**config.mk**
```make
export PLATFORM = sky130hd
export DESIGN_NAME = vga_sync_decoder
export DESIGN_NICKNAME = d
export VERILOG_FILES = /design/src/rtl/vga_sync_decoder.sv
export SDC_FILE = /design/constraint.sdc
export NUM_CORES = 1
export LEC_CHECK = 0
export BUFFER_PORTS_ARGS = -buffer_cell sky130_fd_sc_hd__buf_2
export CAP_MARGIN = 20
export CORE_MARGIN = 10
export CORE_UTILIZATION = 50
export DETAILED_ROUTE_END_ITERATION = 8
export PLACE_DENSITY = 0.79
export SLEW_MARGIN = 0
export SYNTH_ARGS = -nofsm -noshare
export SYNTH_HDL_FRONTEND = slang
export SYNTH_SLANG_ARGS = --single-unit
```
**constraint.sdc**
```tcl
create_clock -name clk -period 1.9 [get_ports clk]
set_input_delay 0.38 -clock clk [delete_from_list [all_inputs] [get_ports clk]]
set_output_delay 0.38 -clock clk [all_outputs]
set_load 0.02 [all_outputs]
```
**src/rtl/vga_sync_decoder.sv**
```systemverilog
// vga_sync_decoder: registers VGA sync, visible-area, phase and line/frame-end timing
// decoded from the upstream free-running h/v pixel counters.
module vga_sync_decoder #(
    parameter int unsigned H_ACTIVE = 640,
    parameter int unsigned H_FP     = 16,
    parameter int unsigned H_SYNC   = 96,
    parameter int unsigned H_BP     = 48,
    parameter int unsigned V_ACTIVE = 480,
    parameter int unsigned V_FP     = 10,
    parameter int unsigned V_SYNC   = 2,
    parameter int unsigned V_BP     = 33,
    parameter logic        SYNC_POL = 1'b0
) (
    input  logic       clk,
    input  logic       rst,
    input  logic       enable,
    input  logic [9:0] h_cnt,
    input  logic [9:0] v_cnt,
    output logic       hsync,
    output logic       vsync,
    output logic       video_on,
    output logic [9:0] pixel_x,
    output logic [9:0] pixel_y,
    output logic [1:0] h_phase,
    output logic [1:0] v_phase,
    output logic       line_end,
    output logic       frame_end,
    output logic       count_err
);
    typedef enum logic [1:0] {ACTIVE, FP, SYNC, BP} phase_e;

    localparam logic [10:0] H_A = 11'(H_ACTIVE);
    localparam logic [10:0] H_F = 11'(H_ACTIVE + H_FP);
    localparam logic [10:0] H_S = 11'(H_ACTIVE + H_FP + H_SYNC);
    localparam logic [10:0] H_T = 11'(H_ACTIVE + H_FP + H_SYNC + H_BP);
    localparam logic [10:0] V_A = 11'(V_ACTIVE);
    localparam logic [10:0] V_F = 11'(V_ACTIVE + V_FP);
    localparam logic [10:0] V_S = 11'(V_ACTIVE + V_FP + V_SYNC);
    localparam logic [10:0] V_T = 11'(V_ACTIVE + V_FP + V_SYNC + V_BP);

    function automatic phase_e decode(input logic [10:0] c, a, f, s);
        return c < a ? ACTIVE : c < f ? FP : c < s ? SYNC : BP;
    endfunction

    phase_e     h_phase_q, h_phase_d, v_phase_q, v_phase_d, h_dec, v_dec;
    logic       hsync_q, hsync_d, vsync_q, vsync_d, video_on_q, video_on_d;
    logic [9:0] pixel_x_q, pixel_x_d, pixel_y_q, pixel_y_d;
    logic       line_end_q, line_end_d, frame_end_q, frame_end_d;
    logic       count_err_q, count_err_d, end_seen_q, end_seen_d;
    logic       oor, h_last, v_last, vis;

    always_comb begin
        oor    = {1'b0, h_cnt} >= H_T || {1'b0, v_cnt} >= V_T;
        h_dec  = decode({1'b0, h_cnt}, H_A, H_F, H_S);
        v_dec  = decode({1'b0, v_cnt}, V_A, V_F, V_S);
        h_last = {1'b0, h_cnt} == H_T - 11'd1;
        v_last = {1'b0, v_cnt} == V_T - 11'd1;
        vis    = h_dec == ACTIVE && v_dec == ACTIVE;
        h_phase_d   = h_phase_q;
        v_phase_d   = v_phase_q;
        hsync_d     = hsync_q;
        vsync_d     = vsync_q;
        video_on_d  = video_on_q;
        pixel_x_d   = pixel_x_q;
        pixel_y_d   = pixel_y_q;
        count_err_d = count_err_q;
        end_seen_d  = end_seen_q;
        line_end_d  = 1'b0;
        frame_end_d = 1'b0;
        if (enable) begin
            h_phase_d   = oor ? h_phase_q : h_dec;
            v_phase_d   = oor ? v_phase_q : v_dec;
            hsync_d     = !oor && h_dec == SYNC ? SYNC_POL : ~SYNC_POL;
            vsync_d     = !oor && v_dec == SYNC ? SYNC_POL : ~SYNC_POL;
            video_on_d  = !oor && vis;
            pixel_x_d   = !oor && vis ? h_cnt : 10'd0;
            pixel_y_d   = !oor && vis ? v_cnt : 10'd0;
            count_err_d = count_err_q | oor;
            // A count parked on the last pixel only pulses once, on its first sample.
            end_seen_d  = !oor && h_last;
            line_end_d  = !oor && h_last && !end_seen_q;
            frame_end_d = !oor && h_last && !end_seen_q && v_last;
        end
    end

    always_ff @(posedge clk or negedge rst) begin
        if (!rst) begin
            h_phase_q   <= ACTIVE;
            v_phase_q   <= ACTIVE;
            hsync_q     <= ~SYNC_POL;
            vsync_q     <= ~SYNC_POL;
            video_on_q  <= 1'b0;
            pixel_x_q   <= 10'd0;
            pixel_y_q   <= 10'd0;
            line_end_q  <= 1'b0;
            frame_end_q <= 1'b0;
            count_err_q <= 1'b0;
            end_seen_q  <= 1'b0;
        end else begin
            h_phase_q   <= h_phase_d;
            v_phase_q   <= v_phase_d;
            hsync_q     <= hsync_d;
            vsync_q     <= vsync_d;
            video_on_q  <= video_on_d;
            pixel_x_q   <= pixel_x_d;
            pixel_y_q   <= pixel_y_d;
            line_end_q  <= line_end_d;
            frame_end_q <= frame_end_d;
            count_err_q <= count_err_d;
            end_seen_q  <= end_seen_d;
        end
    end

    assign hsync     = hsync_q;
    assign vsync     = vsync_q;
    assign video_on  = video_on_q;
    assign pixel_x   = pixel_x_q;
    assign pixel_y   = pixel_y_q;
    assign h_phase   = h_phase_q;
    assign v_phase   = v_phase_q;
    assign line_end  = line_end_q;
    assign frame_end = frame_end_q;
    assign count_err = count_err_q;
endmodule
```
==> results.json, run 1 <==
{
  "totalWireLength_mm": 3.53,
  "status": "finished, final reports clean",
  "path_cells": "buf_2 > or3_1 > a31oi_2 > nand3_2 > o32a_1",
  "post-route-min-period_ps": 1470,
  "skew_ps": 0.140,
  "layout_common_cells": "buf_2 (52), dfrtp_1 (29), a22o_1 (16), clkbuf_4 (5)",
  "r2r_start": "v_phase[0]",
  "syn_area_um2": 1300,
  "ant_nets": 0,
  "mostFrequentLayoutCell": "buf_2",
  "end_kind": "flop",
  "p_leak_uw": 0.000850,
  "route.met3.wl_um": 337,
  "ir_drop_mv": 0.634,
  "synth_compound_area_frac": 0.220,
  "dp_hpwl_mm": 2.75,
  "rows": 18,
  "yosys.area_share.adder": 0,
  "fillers": 191,
  "grt_setup_unrepaired": "no",
  "ctsHoldBuffers": 0,
  "drv_slew": 0,
  "cts_root_buffer": "clkbuf_4",
  "switching_share": 0.284,
  "dieWidth_um": 71.0,
  "hold_class": "input port to asynchronous set/reset pin",
  "cts_tree": "done",
  "grt_pass1_wl_mm": 5.58,
  "synth_warnings": 0,
  "cts_sinks": 31,
  "cts_made_buffers": 5,
  "syn_nets": 124,
  "dieArea_um2": 5050,
  "fmax_mhz": 680,
  "drc": 0,
  "critPathTopFamily": "compound AO/OA/AOI/OAI gates",
  "htree_num_levels": 2,
  "wire_per_inst_um": 18.8,
  "met2WireLength_mm": 1.76,
  "post-cts-setup-buffers": 0,
  "grt.total_usage": 0.136,
  "drt_iter0_drc": 71,
  "start_util": 0.526,
  "synth_top_family_by_area": "compound AO/OA/AOI/OAI gates",
  "nets": 180,
  "post_cts_resized": 0,
  "start_kind": "input port",
  "r2r-end": "v_phase[0]",
  "clk_pin_slew_worst_paths_ps": 90,
  "post_synth_and_or_nand_nor_area_fraction": 0.125,
  "gp_congestion": 0.806,
  "drv_cap": 0,
  "gr-total-overflow": 0,
  "finalHoldViolCount": 0,
  "synth.distinct_cells": 34,
  "antenna_cells": 0,
  "wl_met1_mm": 1.38,
  "synth_seq_cells": 31,
  "regToRegSetupSlack_ps": 1110,
  "period_share": 0.774,
  "r2r_cells": 1,
  "synthMuxAreaShare": 0.0346,
  "antenna_found_initial": 0,
  "slowest_stage": "or3_1",
  "critPathMaxStageDelay_ps": 420,
  "p_clk_frac": 0.304,
  "area_growth_pct": 27.6,
  "worstPathRequired_ps": 2170,
  "ys_seq_area_frac": 0.598,
  "hold_ws_ps": 68.1,
  "vias": 1078,
  "synth-xor-area-share": 0,
  "grt_max_degree": 32,
  "crit_type": "input port to flop",
  "worst_pin_slew_ps": 659,
  "power_frac_seq": 0.512,
  "critPathArrivalTime_ps": 1740,
  "first_global_vias": 1156,
  "die-height_um": 71.0,
  "layout-drive-gt1-share": 0.462,
  "internal-power_uw": 1020,
  "port_buffers": 52,
  "cp_max_fo": 5,
  "top_layer": "met4",
  "drtPass1Iterations": 5,
  "core_region_area_um2": 2480,
  "synth.avg_cell_area_um2": 12.9,
  "setup_tns_ps": 0,
  "clock_latency_ps": 330,
  "p_sw_uw": 406,
  "setup_viol": 0,
  "p_comb_frac": 0.185,
  "clk_path_buf_depth": 2,
  "syn_inst": 101,
  "powerDensity_nw_per_um2": 861,
  "via_per_inst": 5.73,
  "crit_buf_inv": 1,
  "maxSlewHeadroom": 0.561,
  "io_pins": 53
}
==> registers in the layout (all words and copies together), names as in the netlist <==
name and cells:
video_on 1, h_phase 2, v_phase 2, pixel_x 10, end_seen_q 1, line_end 1, vsync 1, frame_end 1
pixel_y 10, hsync 1, count_err 1
==> Yosys cell counts, drive strengths merged <==
| library cell | count | area share |
|---|---|---|
| a21boi | 1 | 0.0058 |
| a21o | 2 | 0.012 |
| a21oi | 1 | 0.0038 |
| a22o | 17 | 0.12 |
| a31oi | 1 | 0.0096 |
| a41oi | 1 | 0.0067 |
| and3 | 1 | 0.0048 |
| buf | 3 | 0.012 |
| clkbuf | 2 | 0.0058 |
| dfrtp | 29 | 0.56 |
| dfstp | 2 | 0.040 |
| inv | 2 | 0.0058 |
| mux2 | 4 | 0.035 |
| nand2 | 4 | 0.012 |
| nand2b | 2 | 0.0096 |
| nand3 | 3 | 0.015 |
| nand4 | 2 | 0.0096 |
| nand4b | 2 | 0.013 |
| nor2 | 3 | 0.0086 |
| nor2b | 2 | 0.0096 |
| nor3 | 1 | 0.0038 |
| nor4 | 2 | 0.014 |
| o2111a | 1 | 0.0086 |
| o21a | 1 | 0.0058 |
| o21ai | 4 | 0.024 |
| o2bb2ai | 2 | 0.013 |
| o32a | 2 | 0.015 |
| or3 | 2 | 0.0096 |
| or4 | 2 | 0.014 |
==> area by class of cell <==
type	instances	area [um^2]	area share
Inverter	2	7.51	0.00452
Timing Repair Buffer	54	275	0.166
Sequential cell	31	778	0.468
Multi-Input combinational cell	63	494	0.297
Clock buffer	8	68.8	0.0414
Tap cell	30	37.5	0.0226
==> per-stage QoR <==
step	cell area, um^2	setup slack [ps]	power, uW	std cells	util
global route	1660	398	1490	188	0.671
finish	1660	430	1430	188	0.671
floorplan	1300	268	884	101	-
detailed placement	1590	76.6	1010	180	0.643
CTS	1660	439	1440	188	0.671
global placement	1590	119	1000	180	0.643
==> power by group through the flow <==
stage / Sequential [uW] / Combinational, uW / Clock (uW)
2_1_floorplan: 801 / 82.8 / 0
3_3_place_gp: 740 / 260 / 0
3_5_place_dp: 744 / 268 / 0
4_1_cts: 732 / 269 / 443
5_1_grt: 737 / 286 / 470
6_report: 732 / 265 / 434
==> per-layer routing <==
layer	global-route usage	vias to the layer above
met5	0	-
met4	0.0452	0
met2	0.231	36
li1	-	501
met1	0.138	533
met3	0.0753	8
==> kinds of logic (layout without fill, tap and decap cells) <==
| kind of cell | count (synthesis) | in the layout |
|---|---|---|
| compound gates | 33 | 33 |
| buf+inv | 7 | 64 |
| flops | 31 | 31 |
| mux | 4 | 4 |
| simple gates | 26 | 26 |
==> how the worst max path moves through the flow <==
| stage | startpoint | to | cells after the start |
|---|---|---|---|
| 3_5_place_dp | h_cnt[7] | vsync | 5 |
| 3_3_place_gp | v_cnt[8] | vsync | 5 |
| 6_report | h_cnt[7] | vsync | 5 |
| 2_1_floorplan | v_cnt[8] | vsync | 4 |
| 5_1_grt | v_cnt[8] | vsync | 5 |
| 4_1_cts | h_cnt[7] | vsync | 5 |
Power figures use the tool's default switching activity.
==> run 2: changes to the inputs <==
- ABC_AREA: not set -> 1
- CORE_UTILIZATION: 50 -> 43
- PLACE_DENSITY: 0.79 -> 0.71
- clock period: 1.9 -> 1.35 ns (I/O delays scaled with it)
==> results.json, run 2 <==
{
  "grt_max_degree": 21,
  "synth.top_cell.area_share": 0.508,
  "synthMuxAreaShare": 0,
  "cts_tree": "done",
  "slowest_stage": "dfstp_2",
  "status": "finished, final reports clean",
  "gr-total-overflow": 0,
  "p_leak_uw": 0.00101,
  "post_cts_resized": 0,
  "drtPass1Iterations": 4,
  "grt.total_usage": 0.130,
  "ant_nets": 0,
  "synth.distinct_cells": 24,
  "clk_path_buf_depth": 2,
  "antenna_found_initial": 0,
  "async_flop_share": 1.00,
  "maxSlewHeadroom": 0.751,
  "die-height_um": 77.6,
  "hold_class": "input port to flop",
  "finalHoldViolCount": 0,
  "via_per_inst": 4.79,
  "synth_area_leaders": "dfrtp_1 (51%), nand2_1 (8.7%), a22o_1 (7.4%), inv_1 (3.9%), dfstp_2 (3.7%)",
  "synth-xor-area-share": 0,
  "area_growth_pct": 30.2,
  "ys_seq_area_frac": 0.545,
  "worstPathRequired_ps": 1080,
  "skew_ps": 3.68,
  "antenna_cells": 0,
  "period_share": 0.957,
  "dieArea_um2": 6020,
  "critPathTopFamily": "flip-flops",
  "dieWidth_um": 77.6,
  "synth_seq_cells": 31,
  "startpoint": "vsync",
  "critPathMaxStageDelay_ps": 540,
  "min_from": "h_cnt[1]",
  "layout_common_cells": "buf_2 (52), nand2_1 (33), dfrtp_1 (29), inv_1 (15), a22o_1 (12)",
  "crit_buf_inv": 1,
  "synth_compound_area_frac": 0.146,
  "fmax_mhz": 774,
  "htree_num_levels": 2,
  "whs_path_depth": 2,
  "layout-drive-gt1-share": 0.393,
  "mostFrequentLayoutCell": "buf_2",
  "dp_hpwl_mm": 2.99,
  "crit_type": "flop to primary output",
  "ir_drop_mv": 0.637,
  "drv_slew": 0,
  "powerDensity_nw_per_um2": 1100,
  "syn_area_um2": 1430,
  "synth_common_cells": "nand2_1 (33), dfrtp_1 (29), inv_1 (15)",
  "setup_tns_ps": 0,
  "drv_cap": 0,
  "synth_top_family_by_area": "simple AND/OR/NAND/NOR gates",
  "synth-edff-count": 0,
  "gp_congestion": 0.892,
  "start_kind": "flop",
  "totalWireLength_mm": 3.69,
  "synth_area_leader_cell": "dfrtp_1",
  "r2r-end": "pixel_y[5]",
  "fillers": 301,
  "path_cells": "buf_2",
  "regToRegSetupSlack_ps": 630,
  "drt_iter0_drc": 64,
  "hold_end": "pixel_x[1]",
  "synthFlopType": "dfrtp_1",
  "setup_viol": 0,
  "rows": 20,
  "grt_setup_unrepaired": "no",
  "cp_max_fo": 2,
  "synth.avg_cell_area_um2": 9.65,
  "worst_pin_slew_ps": 373,
  "syn_nets": 171,
  "io_pins": 53,
  "cts_root_buffer": "clkbuf_4",
  "r2r_start": "pixel_y[5]",
  "wire_per_inst_um": 14.5,
  "synth_most_common_cell": "nand2_1",
  "yosys.area_share.adder": 0,
  "end_kind": "primary output",
  "postPlaceCellArea_um2": 1780,
  "start_util": 0.456,
  "nets": 233,
  "clk_pin_slew_worst_paths_ps": 90,
  "grt_pass1_wl_mm": 6.29,
  "port_buffers": 52,
  "clock_latency_ps": 320,
  "first_global_vias": 1274,
  "drc": 0,
  "syn_inst": 148,
  "vias": 1222,
  "critPathArrivalTime_ps": 1020,
  "cts_sinks": 31,
  "post_synth_and_or_nand_nor_area_fraction": 0.244,
  "core_region_area_um2": 3130,
  "postLayoutCoreUtil": 0.594,
  "cts_made_buffers": 5,
  "synth_warnings": 0,
  "post-route-min-period_ps": 1290,
  "fin_area_um2": 1860,
  "r2r_cells": 1
}
[run 2: kinds of logic after synthesis]
family,Yosys count
compound gates,30
flops,31
simple gates,67
buf+inv,20
[run 2: metal layers]
metal	GRT usage	up-vias	wire (um)
li1	-	617	-
met1	0.149	566	1630
met2	0.214	34	1800
met3	0.0438	5	184
met4	0.0602	0	78
met5	0	-	0
[run 2: repair_timing]
| item | in CTS | in global routing |
|---|---|---|
| hold endpoints to repair | 14 | 0 |
| buffers inserted | 0 | 0 |
| hold buffers | 1 | 0 |
[run 2: how the worst max path moves through the flow]
stage | slack (ps) | cells past startpoint | endpoint
floorplan | 290 | 8 | h_phase[1]
CTS | 30 | 1 | vsync
global route | 7 | 1 | vsync
detailed placement | 60 | 9 | h_phase[1]
global placement | 90 | 8 | v_phase[0]
finish | 60 | 1 | vsync
[run 2: power breakdown]
part	switching [uW]	leakage [uW]	internal [uW]
clock	300	0.0000386	306
sequential	32.2	0.000404	996
combinational	263	0.000567	149
total	595	0.00101	1450
[run 2: area by class of cell]
class                      instances  area [um^2]  area share
clock buffer                       8         68.8      0.0370
inverter                          16         60.1      0.0323
multi-input combinational         97          557       0.299
sequential                        31          778       0.419
tap                               44         55.1      0.0296
timing repair buffer              59          340       0.183
[run 2: stage by stage]
stage          worst slack (ps)  hold WS (ps)  total power [uW]  instances
2_1_floorplan               288         -25.6              1280        148
3_3_place_gp               92.0           191              1450        246
3_5_place_dp               57.7           209              1460        246
4_1_cts                    28.1           168              2080        255
5_1_grt                    7.30           161              2180        255
6_report                   58.3           177              2050        255
==> run 3: changes to the inputs <==
- CAP_MARGIN: 20 -> not set
- CORE_UTILIZATION: 43 -> 39
- PLACE_DENSITY: 0.71 -> 0.65
==> results.json, run 3 (synthesis results as in run 2) <==
{
  "status": "finished, final reports clean",
  "layout-drive-gt1-share": 0.392,
  "clk_pin_slew_worst_paths_ps": 60,
  "grt_setup_unrepaired": "no",
  "drtPass1Iterations": 4,
  "p_leak_uw": 0.00102,
  "hold_class": "input port to flop",
  "dieWidth_um": 80.5,
  "drv_slew": 0,
  "start_util": 0.415,
  "cts_root_buffer": "clkbuf_8",
  "rows": 21,
  "setup_viol": 0,
  "grt.total_usage": 0.120,
  "crit_buf_inv": 1,
  "finalHoldViolCount": 0,
  "path_cells": "buf_2",
  "totalWireLength_mm": 3.71,
  "grt_max_degree": 19,
  "fmax_mhz": 811,
  "period_share": 0.913,
  "vias": 1252,
  "maxSlewHeadroom": 0.768,
  "cp_max_fo": 2,
  "cts_made_buffers": 5,
  "critPathMaxStageDelay_ps": 530,
  "htree_num_levels": 2,
  "post_cts_resized": 0,
  "gp_congestion": 0.900,
  "dieArea_um2": 6480,
  "place_inst": 249,
  "setup_tns_ps": 0,
  "gr-total-overflow": 0,
  "post-route-min-period_ps": 1230,
  "mostFrequentLayoutCell": "buf_2",
  "nets": 234,
  "drt_iter0_drc": 66,
  "post-cts-setup-buffers": 0,
  "worstPathRequired_ps": 1080,
  "antenna_found_initial": 0,
  "start_kind": "flop",
  "skew_ps": 1.15,
  "drv_cap": 0,
  "grt_pass1_wl_mm": 6.10,
  "area_growth_pct": 31.8,
  "port_buffers": 52,
  "clk_path_buf_depth": 2,
  "powerDensity_nw_per_um2": 1130,
  "whs_path_depth": 2,
  "antenna_cells": 0,
  "ant_nets": 0,
  "io_pins": 53,
  "critPathTopFamily": "flip-flops",
  "clock_latency_ps": 280,
  "critPathArrivalTime_ps": 960,
  "layout_common_cells": "buf_2 (52), nand2_1 (33), dfrtp_1 (29), inv_1 (15), a22o_1 (12)",
  "die-height_um": 80.5,
  "first_global_vias": 1311,
  "worst_pin_slew_ps": 348,
  "via_per_inst": 4.85,
  "drc": 0,
  "cp.depth": 1,
  "cts_tree": "done",
  "core_region_area_um2": 3440,
  "wire_per_inst_um": 14.4,
  "cts_sinks": 31,
  "r2r_cells": 1,
  "slowest_stage": "dfstp_2",
  "end_kind": "primary output",
  "final_cells": 258,
  "ir_drop_mv": 0.735,
  "dp_hpwl_mm": 3.06,
  "crit_type": "flop to primary output"
}
-- run 3: through the flow --
step	util	setup slack, ps	hold slack [ps]	area [um^2]	power [uW]
finish	0.547	117	238	1880	2120
global route	0.547	72.2	241	1880	2250
CTS	0.547	97.3	233	1880	2160
detailed placement	0.520	62.2	197	1790	1470
global placement	0.520	108	183	1790	1460
floorplan	-	288	-25.6	1430	1280
-- run 3: power by group --
group	switching [uW]	internal [uW]
sequential	32.4	998
clock	316	361
combinational	265	152
total	613	1510
-- run 3: per-layer routing --
metal  GRT usage  vias up  part of all wire
li1            -      617                 -
met1       0.125      593              0.40
met2       0.203       37              0.49
met3      0.0546        5             0.094
met4      0.0493        0             0.015
met5           0        -                 0
-- run 3: timing repair --
| item | 4_1_cts | 5_1_grt |
|---|---|---|
| endpoints found under the hold margin | 13 | 0 |
| hold buffers | 1 | 0 |
| endpoints found under the setup margin | 0 | 0 |
-- run 3: final cells by class --
| type | count | area, um^2 |
|---|---|---|
| fillers | 332 | 1560 |
| flip-flops and latches | 31 | 778 |
| multi-input cells | 97 | 557 |
| repair buffers | 60 | 348 |
| clock buffers | 7 | 76.3 |
| inverters | 16 | 60.1 |
| well taps | 46 | 57.6 |
| clock inverters | 1 | 5.00 |
-- run 3: worst paths after layout --
check	startpoint	end	slack (ps)
min in group asynchronous	rst	pixel_y[3]	430
setup / recovery	vsync	vsync	120
hold / removal	h_cnt[3]	pixel_x[3]	240
setup reg to reg	pixel_y[6]	pixel_y[6]	600
hold reg to reg	hsync	hsync	470
max in group asynchronous	rst	hsync	430
